File: config.mk
export PLATFORM = sky130hd
export DESIGN_NAME = vga_timing_gen
export DESIGN_NICKNAME = d
export VERILOG_FILES = /design/src/rtl/vga_timing_gen.sv
export SDC_FILE = /design/constraint.sdc
export NUM_CORES = 1
export LEC_CHECK = 0
export ABC_AREA = 1
export CORE_MARGIN = 1.5
export CORE_UTILIZATION = 53
export CTS_CLUSTER_DIAMETER = 40
export DETAILED_ROUTE_END_ITERATION = 10
export PLACE_DENSITY = 0.76
export SYNTH_ARGS = -nofsm -noshare
export SYNTH_HDL_FRONTEND = slang
export SYNTH_SLANG_ARGS = --single-unit
export TNS_END_PERCENT = 30
File: constraint.sdc
create_clock -name clk -period 5.12 [get_ports clk]
set_input_delay 1.024 -clock clk [delete_from_list [all_inputs] [get_ports clk]]
set_output_delay 1.024 -clock clk [all_outputs]
set_load 0.01 [all_outputs]
File: src/rtl/vga_timing_gen.sv
// VGA timing generator with run-time programmable segment lengths.
// Horizontal and vertical counters walk ACTIVE -> FRONTPORCH -> SYNC ->
// BACKPORCH. Outputs are a registered decode of the counters: one enable
// cycle of latency, and all outputs stay aligned with each other.
// New timing is staged in pending registers and swapped in on the last
// pixel of a frame, so a frame is never drawn with mixed timing.
//
// Handshake: there is no valid/ready pair. Every output moves only on a
// cycle with enable=1 (one pixel per enable); cfg_load is a one-cycle
// strobe that is accepted on every cycle, enable or not, and cfg_pending
// reports that a staged configuration is still waiting for a frame edge.
module vga_timing_gen #(
  parameter int H_W    = 12,
  parameter int V_W    = 11,
  parameter int H_ACT  = 640,
  parameter int H_FP   = 16,
  parameter int H_SYNC = 96,
  parameter int H_BP   = 48,
  parameter int V_ACT  = 480,
  parameter int V_FP   = 10,
  parameter int V_SYNC = 2,
  parameter int V_BP   = 33,
  parameter bit HPOL   = 1'b0,
  parameter bit VPOL   = 1'b0
) (
  input  logic           clk,
  input  logic           rst,
  input  logic           enable,
  input  logic [H_W-1:0] cfg_h_act,
  input  logic [H_W-1:0] cfg_h_fp,
  input  logic [H_W-1:0] cfg_h_sync,
  input  logic [H_W-1:0] cfg_h_bp,
  input  logic [V_W-1:0] cfg_v_act,
  input  logic [V_W-1:0] cfg_v_fp,
  input  logic [V_W-1:0] cfg_v_sync,
  input  logic [V_W-1:0] cfg_v_bp,
  input  logic           cfg_hpol,
  input  logic           cfg_vpol,
  input  logic           cfg_load,
  output logic           cfg_pending,
  output logic           hsync,
  output logic           vsync,
  output logic           de,
  output logic [H_W-1:0] x,
  output logic [V_W-1:0] y,
  output logic           line_start,
  output logic           frame_start,
  output logic [1:0]     h_state,
  output logic [1:0]     v_state
);

  typedef enum logic [1:0] {
    SEG_ACTIVE = 2'd0,
    SEG_FP     = 2'd1,
    SEG_SYNC   = 2'd2,
    SEG_BP     = 2'd3
  } seg_t;

  localparam int HS = H_W + 2;
  localparam int VS = V_W + 2;

  // A zero-length segment would break the sequencing, so it becomes 1.
  function automatic logic [H_W-1:0] fix_h(input logic [H_W-1:0] v);
    return (v == '0) ? H_W'(1) : v;
  endfunction

  function automatic logic [V_W-1:0] fix_v(input logic [V_W-1:0] v);
    return (v == '0) ? V_W'(1) : v;
  endfunction

  // Active timing
  logic [H_W-1:0] h_act_r, h_fp_r, h_sync_r, h_bp_r;
  logic [V_W-1:0] v_act_r, v_fp_r, v_sync_r, v_bp_r;
  logic           hpol_r, vpol_r;
  // Pending timing
  logic [H_W-1:0] p_h_act, p_h_fp, p_h_sync, p_h_bp;
  logic [V_W-1:0] p_v_act, p_v_fp, p_v_sync, p_v_bp;
  logic           p_hpol, p_vpol;

  logic [H_W-1:0] h_cnt;
  logic [V_W-1:0] v_cnt;

  logic [HS-1:0] h_b1, h_b2, h_b3, h_tot;
  logic [VS-1:0] v_b1, v_b2, v_b3, v_tot;
  seg_t          h_seg, v_seg;
  logic          h_wrap, v_wrap, frame_wrap;

  // Segment boundaries and axis state decoded from the current counters.
  always_comb begin
    h_b1  = {2'b00, h_act_r};
    h_b2  = h_b1 + {2'b00, h_fp_r};
    h_b3  = h_b2 + {2'b00, h_sync_r};
    h_tot = h_b3 + {2'b00, h_bp_r};
    v_b1  = {2'b00, v_act_r};
    v_b2  = v_b1 + {2'b00, v_fp_r};
    v_b3  = v_b2 + {2'b00, v_sync_r};
    v_tot = v_b3 + {2'b00, v_bp_r};

    h_seg = SEG_BP;
    if ({2'b00, h_cnt} < h_b1)      h_seg = SEG_ACTIVE;
    else if ({2'b00, h_cnt} < h_b2) h_seg = SEG_FP;
    else if ({2'b00, h_cnt} < h_b3) h_seg = SEG_SYNC;

    v_seg = SEG_BP;
    if ({2'b00, v_cnt} < v_b1)      v_seg = SEG_ACTIVE;
    else if ({2'b00, v_cnt} < v_b2) v_seg = SEG_FP;
    else if ({2'b00, v_cnt} < v_b3) v_seg = SEG_SYNC;

    h_wrap     = ({2'b00, h_cnt} == (h_tot - HS'(1)));
    v_wrap     = ({2'b00, v_cnt} == (v_tot - VS'(1)));
    frame_wrap = h_wrap && v_wrap;
  end

  assign h_state = h_seg;
  assign v_state = v_seg;

  // Pixel and line counters; the line counter steps when the pixel counter wraps.
  always_ff @(posedge clk) begin
    if (rst) begin
      h_cnt <= '0;
      v_cnt <= '0;
    end else if (enable) begin
      if (h_wrap) begin
        h_cnt <= '0;
        v_cnt <= v_wrap ? '0 : v_cnt + V_W'(1);
      end else begin
        h_cnt <= h_cnt + H_W'(1);
      end
    end
  end

  // Registered decode of the current counters.
  always_ff @(posedge clk) begin
    if (rst) begin
      hsync       <= ~HPOL;
      vsync       <= ~VPOL;
      de          <= 1'b0;
      x           <= '0;
      y           <= '0;
      line_start  <= 1'b0;
      frame_start <= 1'b0;
    end else if (enable) begin
      hsync       <= (h_seg == SEG_SYNC) ? hpol_r : ~hpol_r;
      vsync       <= (v_seg == SEG_SYNC) ? vpol_r : ~vpol_r;
      de          <= (h_seg == SEG_ACTIVE) && (v_seg == SEG_ACTIVE);
      x           <= h_cnt;
      y           <= v_cnt;
      line_start  <= (h_cnt == '0);
      frame_start <= (h_cnt == '0) && (v_cnt == '0);
    end
  end

  // Timing configuration: capture into pending, swap in at the frame edge.
  // A load on the frame-edge cycle applies the older pending set and keeps
  // the new one staged for the following frame edge.
  always_ff @(posedge clk) begin
    if (rst) begin
      h_act_r     <= fix_h(H_W'(H_ACT));
      h_fp_r      <= fix_h(H_W'(H_FP));
      h_sync_r    <= fix_h(H_W'(H_SYNC));
      h_bp_r      <= fix_h(H_W'(H_BP));
      v_act_r     <= fix_v(V_W'(V_ACT));
      v_fp_r      <= fix_v(V_W'(V_FP));
      v_sync_r    <= fix_v(V_W'(V_SYNC));
      v_bp_r      <= fix_v(V_W'(V_BP));
      hpol_r      <= HPOL;
      vpol_r      <= VPOL;
      p_h_act     <= fix_h(H_W'(H_ACT));
      p_h_fp      <= fix_h(H_W'(H_FP));
      p_h_sync    <= fix_h(H_W'(H_SYNC));
      p_h_bp      <= fix_h(H_W'(H_BP));
      p_v_act     <= fix_v(V_W'(V_ACT));
      p_v_fp      <= fix_v(V_W'(V_FP));
      p_v_sync    <= fix_v(V_W'(V_SYNC));
      p_v_bp      <= fix_v(V_W'(V_BP));
      p_hpol      <= HPOL;
      p_vpol      <= VPOL;
      cfg_pending <= 1'b0;
    end else begin
      if (enable && frame_wrap && cfg_pending) begin
        h_act_r  <= p_h_act;
        h_fp_r   <= p_h_fp;
        h_sync_r <= p_h_sync;
        h_bp_r   <= p_h_bp;
        v_act_r  <= p_v_act;
        v_fp_r   <= p_v_fp;
        v_sync_r <= p_v_sync;
        v_bp_r   <= p_v_bp;
        hpol_r   <= p_hpol;
        vpol_r   <= p_vpol;
      end
      if (cfg_load) begin
        p_h_act     <= fix_h(cfg_h_act);
        p_h_fp      <= fix_h(cfg_h_fp);
        p_h_sync    <= fix_h(cfg_h_sync);
        p_h_bp      <= fix_h(cfg_h_bp);
        p_v_act     <= fix_v(cfg_v_act);
        p_v_fp      <= fix_v(cfg_v_fp);
        p_v_sync    <= fix_v(cfg_v_sync);
        p_v_bp      <= fix_v(cfg_v_bp);
        p_hpol      <= cfg_hpol;
        p_vpol      <= cfg_vpol;
        cfg_pending <= 1'b1;
      end else if (enable && frame_wrap) begin
        cfg_pending <= 1'b0;
      end
    end
  end

endmodule

==> results by group, run 1 <==
Status
  – Status: finished, violations left
  – Failing checks: negative setup slack

Die
  – Die width: 170 um
  – # rows: 60
  – Die height: 170 um
  – Die ar.: 28900 um^2
  – IO Pins: 131
  – Initial core utilization: 54.4%
  – Core Region: 27200 um^2

Setup path
  – Setup CP Type: register to primary output
  – R2R Path Start: v_fp_r[0]
  – Worst flop-to-flop path endpoint: vsync
  – CP Capture Type: primary output
  – Max FO, Critical Path: 3
  – Worst reg-to-reg path cell count: 38
  – Worst setup path startpoint: v_fp_r[0]
  – Worst Path Required: 4.10 ns
  – Worst path arrival time: 4.65 ns
  – Slowest CP cell: fa_2
  – R2r setup slk: -0.39 ns
  – Critical Path Source Type: register
  – Crit-path max cell delay: 0.39 ns

Placement
  – HPWL Detailed: 31.6 mm
  – RD Place Congestion: 0.922
  – Worst slack at placement: -0.259 ns
  – I/O Buffers: 130
  – Placed inst area: 17100 um^2

Final layout
  – Most frequent cells in the layout: 383 x nand2_1, 233 x dfxtp_1, 222 x inv_1
  – Most common cell after layout, fill and taps aside: nand2_1
  – Antenna Cells: 0
  – Fin util: 71.2%
  – Design area: 19400 um^2
  – Area grow syn2layout: 31.0%
  – Layout cells sized above 1: 14.7%
  – Sequential Area: 4810 um^2
  – Final nets: 2560
  – Multi-input logic area: 9150 um^2
  – Fillers: 2101

Pwr
  – Switch share: 24.5%
  – Maximum vdd drop: 224 uV
  – PwrDens: 241 nW/um^2
  – Internal Pwr Total: 3.53 mW
  – Comb power frac: 6.4%
  – Leakage: 8.76 nW
  – Seq pwr share: 42.4%
  – Clk pwr share: 51.2%
  – P_sw: 1.15 mW

Clocking
  – CTS tree: done
  – Clock sinks: 240
  – TritonCTS Buffers: 35
  – Hold buffers post-CTS: 0
  – Clock buffer depth: 3
  – CTS clk-pin slew, worst paths: 0.06 ns
  – Clk_lat worst skew: 0.53 ns
  – H-tree depth: 2
  – CTS root buffer: clkbuf_16

Timing
  – Final setup viols: 102
  – Worst Skew: 0.0171 ns
  – Max-slew violations: 0
  – RSZ-0062 raised after global routing: yes
  – Max Clock Freq: 176 MHz
  – Setup TNS: -29.33 ns
  – Final period util: 111%
  – Worst hold slack: 0.456 ns
  – Worst slew pin tran: 1.08 ns
  – Minimum clock period after layout: 5.67 ns
  – Worst slew margin: 28.2%
  – Setup slack after layout: -0.552 ns
  – Final hold vios: 0

Synth
  – Post-synth top flop: dfxtp_1
  – Post-synth top area cell: dfxtp_1
  – Syn_area_per_cell: 7.17 um^2
  – Post-synthesis cell area: 14800 um^2
  – Yosys top cell area share: 32.5%
  – Synth Register Bits: 240
  – Synth area leaders: dfxtp_1 33%, ha_1 14%, nand2_1 10%
  – Synth unique cells: 39
  – Post-synth ARST share: 0%
  – Post-synthesis sequential area ratio: 32.5%
  – Syn. warnings: 0
  – EDFF count, synth: 0
  – Cells after Synth: 2062
  – Post-synth net total: 2328

Worst hold path
  – HP Class: register to register
  – WHS Endpoint: p_h_sync[5]
  – Hold path cells: 2
  – Hold_sp: p_h_sync[5]

Route
  – Routed Antenna Nets: 0
  – Initial DRC count: 1546
  – DR DRC count: 0
  – First-pass DRT Iterations: 5
  – Number of vias per cell: 5.75
  – Vias: 15500
  – Routed Wire Length: 47.5 mm
  – DR WL/cell: 17.7 um

Flow run
  – Max-Cap Viols: 0

Global routing
  – Total gr overflow: 0
  – GR Util All Layers: 32.9%
  – Initial antenna violation count: 0
  – Global-route wire length before repair: 76.0 mm
  – Pin count of the biggest net entering global routing: 95
  – Vias in the first global route: 14700
[metal layers]
metal | share of wire, % | global-route usage (%)
met1 | 44 | 45.9
met2 | 43 | 50.9
met3 | 10 | 6.60
met4 | 3.0 | 10.4
met5 | 0 | 0
[layout make-up]
class                      count  share of cell area (%)
clock buffer                  44                    5.01
clock inverter                18                    1.08
inverter                     231                    4.48
multi-input combinational   1491                    47.2
sequential                   240                    24.9
tap                          372                    2.40
timing repair buffer         295                    14.9
[stage by stage]
step                      power [mW]  cells
final                           4.67   2691
after global routing            4.81   2691
after CTS                       4.69   2689
after detailed placement        2.30   2587
after global placement          2.30   2587
after floorplan                 2.14   2062
[state kept, by name, summed over array words and instances (netlist names), 12 cells and up]
name / cells
h_bp_r: 12
p_h_act: 12
x: 12
p_h_fp: 12
p_h_bp: 12
p_h_sync: 12
h_fp_r: 12
h_act_r: 12
h_cnt: 12
h_sync_r: 12
[worst max path at each step]
stage | end | slack [ns] | cells past startpoint
2_1_floorplan | v_act_r[1] | 0.15 | 31
3_3_place_gp | h_sync_r[4] | -0.17 | 32
3_5_place_dp | h_sync_r[11] | -0.26 | 32
4_1_cts | h_state[0] | -0.21 | 26
5_1_grt | v_state[0] | -0.76 | 29
6_report | v_state[0] | -0.55 | 28
[timing repair]
action,in CTS,in global routing
cloned,8,1
setup endpoints to repair,119,121
buffers inserted,33,3
resized for setup,108,32
pin swaps,36,23
[synthesized netlist by cell type (2+ instances only)]
| cell | n |
|---|---|
| a21o_1 | 7 |
| or2_2 | 2 |
| nand3_2 | 2 |
| ha_1 | 162 |
| clkbuf_1 | 74 |
| fa_1 | 6 |
| xor2_1 | 50 |
| nor4_1 | 24 |
| buf_6 | 5 |
| a21oi_2 | 2 |
| buf_1 | 7 |
| a21oi_1 | 225 |
| nand2_1 | 399 |
| o211ai_1 | 7 |
| nand3_1 | 103 |
| nand4_1 | 115 |
| buf_4 | 8 |
| buf_2 | 6 |
| a31oi_1 | 6 |
| nor3_1 | 25 |
| a211oi_1 | 3 |
| o21ai_0 | 115 |
| nand3b_1 | 7 |
| and2_1 | 2 |
| nor2_1 | 182 |
| o221ai_1 | 2 |
| o211a_1 | 2 |
| o21bai_1 | 12 |
| inv_1 | 226 |
| xnor2_1 | 24 |
| dfxtp_1 | 240 |
| inv_2 | 5 |
[power by group through the flow]
stage,Combinational [mW],Clock (mW),Sequential [mW]
6_report,0.300,2.39,1.98
5_1_grt,0.328,2.49,1.98
4_1_cts,0.294,2.42,1.98
3_5_place_dp,0.289,0,2.02
3_3_place_gp,0.286,0,2.01
2_1_floorplan,0.146,0,2.00
[kinds of logic after synthesis]
kind of cell	synth area share, %
compound gates	13.8
xor+xnor	4.39
fa+ha+maj	14.5
buf+inv	8.92
flops	32.5
simple gates	25.8
[worst max-delay path: cells and delay by family, from the launching register on]
| family | cells | cell delay, ns |
|---|---|---|
| adder cells (fa/ha/maj) | 4 | 1.07 |
| AO/OA/AOI/OAI | 9 | 0.99 |
| AND/OR/NAND/NOR | 8 | 0.85 |
| buffers and inverters | 5 | 0.50 |
| XOR/XNOR | 2 | 0.39 |
| flip-flops | 1 | 0.34 |
Power figures use the tool's default switching activity.
==> run 2: changes to the inputs <==
CORE_UTILIZATION = 45   (was 53)
PLACE_DENSITY = 0.66   (was 0.76)
==> results by group, run 2 (synthesized netlist as in run 1, its figures left out) <==
Final layout
  – Most frequent cells in the layout: 362 x nand2_1, 235 x dfxtp_1, 219 x inv_1 (was 383 x nand2_1, 233 x dfxtp_1, 222 x inv_1)
  – Fin util: 61.7% (was 71.2%)
  – Layout cells sized above 1: 17.1% (was 14.7%)
  – Layout Cells excl Fill: 2776 (was 2691)
  – Area grow syn2layout: 35.6% (was 31.0%)
  – Final nets: 2573 (was 2560)
  – Design area: 20000 um^2 (was 19400 um^2)
  – Fillers: 2778 (was 2101)
  – Antenna Cells: 0 (unchanged)
  – Most common cell after layout, fill and taps aside: nand2_1 (unchanged)

Setup path
  – Setup CP Type: register to primary output (unchanged)
  – Slowest CP cell: fa_2 (unchanged)
  – Max FO, Critical Path: 3 (unchanged)
  – CP delay by family, top: compound AO/OA/AOI/OAI gates (was adder cells)
  – R2r setup slk: -0.30 ns (was -0.39 ns)
  – Crit path buf inv count: 4 (was 5)
  – Critical Path Source Type: register (unchanged)
  – Crit-path max cell delay: 0.35 ns (was 0.39 ns)
  – Worst Path Required: 4.10 ns (about the same)
  – R2R Path Start: h_fp_r[1] (was v_fp_r[0])
  – Worst setup path startpoint: v_act_r[0] (was v_fp_r[0])
  – CP Capture Type: primary output (unchanged)
  – Worst path arrival time: 4.46 ns (was 4.65 ns)

Timing
  – RSZ-0062 raised after global routing: yes (unchanged)
  – Max Clock Freq: 182 MHz (was 176 MHz)
  – Final setup viols: 98 (was 102)
  – Setup TNS: -23.81 ns (was -29.33 ns)
  – Worst slew pin tran: 1.27 ns (was 1.08 ns)
  – Setup slack after layout: -0.363 ns (was -0.552 ns)
  – Max-slew violations: 0 (unchanged)
  – Worst slew margin: 15.4% (was 28.2%)
  – Worst hold slack: 0.457 ns (was 0.456 ns)
  – Final hold vios: 0 (unchanged)
  – Minimum clock period after layout: 5.48 ns (was 5.67 ns)
  – Final period util: 107% (was 111%)
  – Worst Skew: 0.0263 ns (was 0.0171 ns)

Placement
  – Inst Count DP: 2666 (was 2587)
  – Placed inst area: 17200 um^2 (was 17100 um^2)
  – RD Place Congestion: 0.921 (was 0.922)
  – HPWL Detailed: 31.1 mm (was 31.6 mm)
  – Worst slack at placement: -0.500 ns (was -0.259 ns)
  – I/O Buffers: 130 (unchanged)

Clocking
  – Clk_lat worst skew: 0.52 ns (was 0.53 ns)
  – Clock buffer depth: 3 (unchanged)
  – CTS clk-pin slew, worst paths: 0.06 ns (about the same)
  – H-tree depth: 2 (unchanged)
  – CTS root buffer: clkbuf_16 (unchanged)
  – CTS tree: done (unchanged)
  – TritonCTS Buffers: 37 (was 35)
  – Clock sinks: 240 (unchanged)

Route
  – Number of vias per cell: 5.47 (was 5.75)
  – Initial DRC count: 1178 (was 1546)
  – Routed Antenna Nets: 0 (unchanged)
  – DR WL/cell: 16.8 um (was 17.7 um)
  – Vias: 15200 (was 15500)
  – Routed Wire Length: 46.7 mm (was 47.5 mm)
  – First-pass DRT Iterations: 5 (unchanged)
  – DR DRC count: 0 (unchanged)

Pwr
  – Comb power frac: 6.2% (was 6.4%)
  – Switch share: 23.4% (was 24.5%)
  – Internal Pwr Total: 3.77 mW (was 3.53 mW)
  – Maximum vdd drop: 226 uV (was 224 uV)
  – P_sw: 1.15 mW (about the same)
  – PwrDens: 246 nW/um^2 (was 241 nW/um^2)
  – Total Power: 4.93 mW (was 4.67 mW)
  – Leakage: 8.94 nW (was 8.76 nW)
  – Seq pwr share: 39.9% (was 42.4%)
  – Clk pwr share: 53.8% (was 51.2%)

Die
  – Core Region: 32500 um^2 (was 27200 um^2)
  – IO Pins: 131 (unchanged)
  – Die ar.: 33900 um^2 (was 28900 um^2)
  – Die width: 184 um (was 170 um)
  – Initial core utilization: 45.5% (was 54.4%)
  – # rows: 66 (was 60)
  – Die height: 184 um (was 170 um)

Global routing
  – Vias in the first global route: 14600 (was 14700)
  – Global-route wire length before repair: 74.5 mm (was 76.0 mm)
  – Total gr overflow: 0 (unchanged)
  – Initial antenna violation count: 0 (unchanged)
  – Pin count of the biggest net entering global routing: 110 (was 95)
  – GR Util All Layers: 27.4% (was 32.9%)

Status
  – Status: finished, violations left (unchanged)
  – Failing checks: negative setup slack (unchanged)

Worst hold path
  – Hold_sp: p_h_bp[5] (was p_h_sync[5])
  – HP Class: register to register (unchanged)

Flow run
  – Max-Cap Viols: 0 (unchanged)
## run 2: power groups by stage
stage	clock network [mW]	logic (mW)	registers (mW)
after floorplan	0	0.146	2.00
after global placement	0	0.296	2.00
after detailed placement	0	0.299	2.01
after CTS	2.69	0.303	1.97
after global routing	2.78	0.336	1.97
final	2.65	0.305	1.97
## run 2: final timing paths
kind                endpoint  depth (start not counted)
setup / recovery  v_state[0]                         29
hold / removal     p_h_bp[5]                          2
setup reg to reg   v_bp_r[9]                         36
hold reg to reg    p_h_bp[5]                          2
## run 2: worst min-delay path: stages, from the launching register on
cell and delay (ns):
dfxtp_1 0.32, nand2_1 0.05, nand3_1 0.05
## run 2: area by class of cell
cell class,instances,area [um^2],area share (%)
inverter,231,867,4.33
clock inverter,18,243,1.21
clock buffer,48,1080,5.39
timing repair buffer,306,3120,15.5
sequential,240,4810,24.0
tap,442,553,2.76
multi-input combinational,1491,9370,46.8
## run 2: metal layers
metal	share of wire [%]	GRT usage (%)	up-vias
met5	0	0	-
met4	1.8	6.52	0
met3	6.6	3.46	75
met2	45	44.8	490
met1	47	38.2	7153
li1	-	-	7459
## run 2: what timing repair did
action	in CTS	in global routing
buffers inserted	23	6
setup endpoints to repair	119	123
cloned	15	1
pin swaps	85	58
hold buffers	0	0
resized for setup	115	87
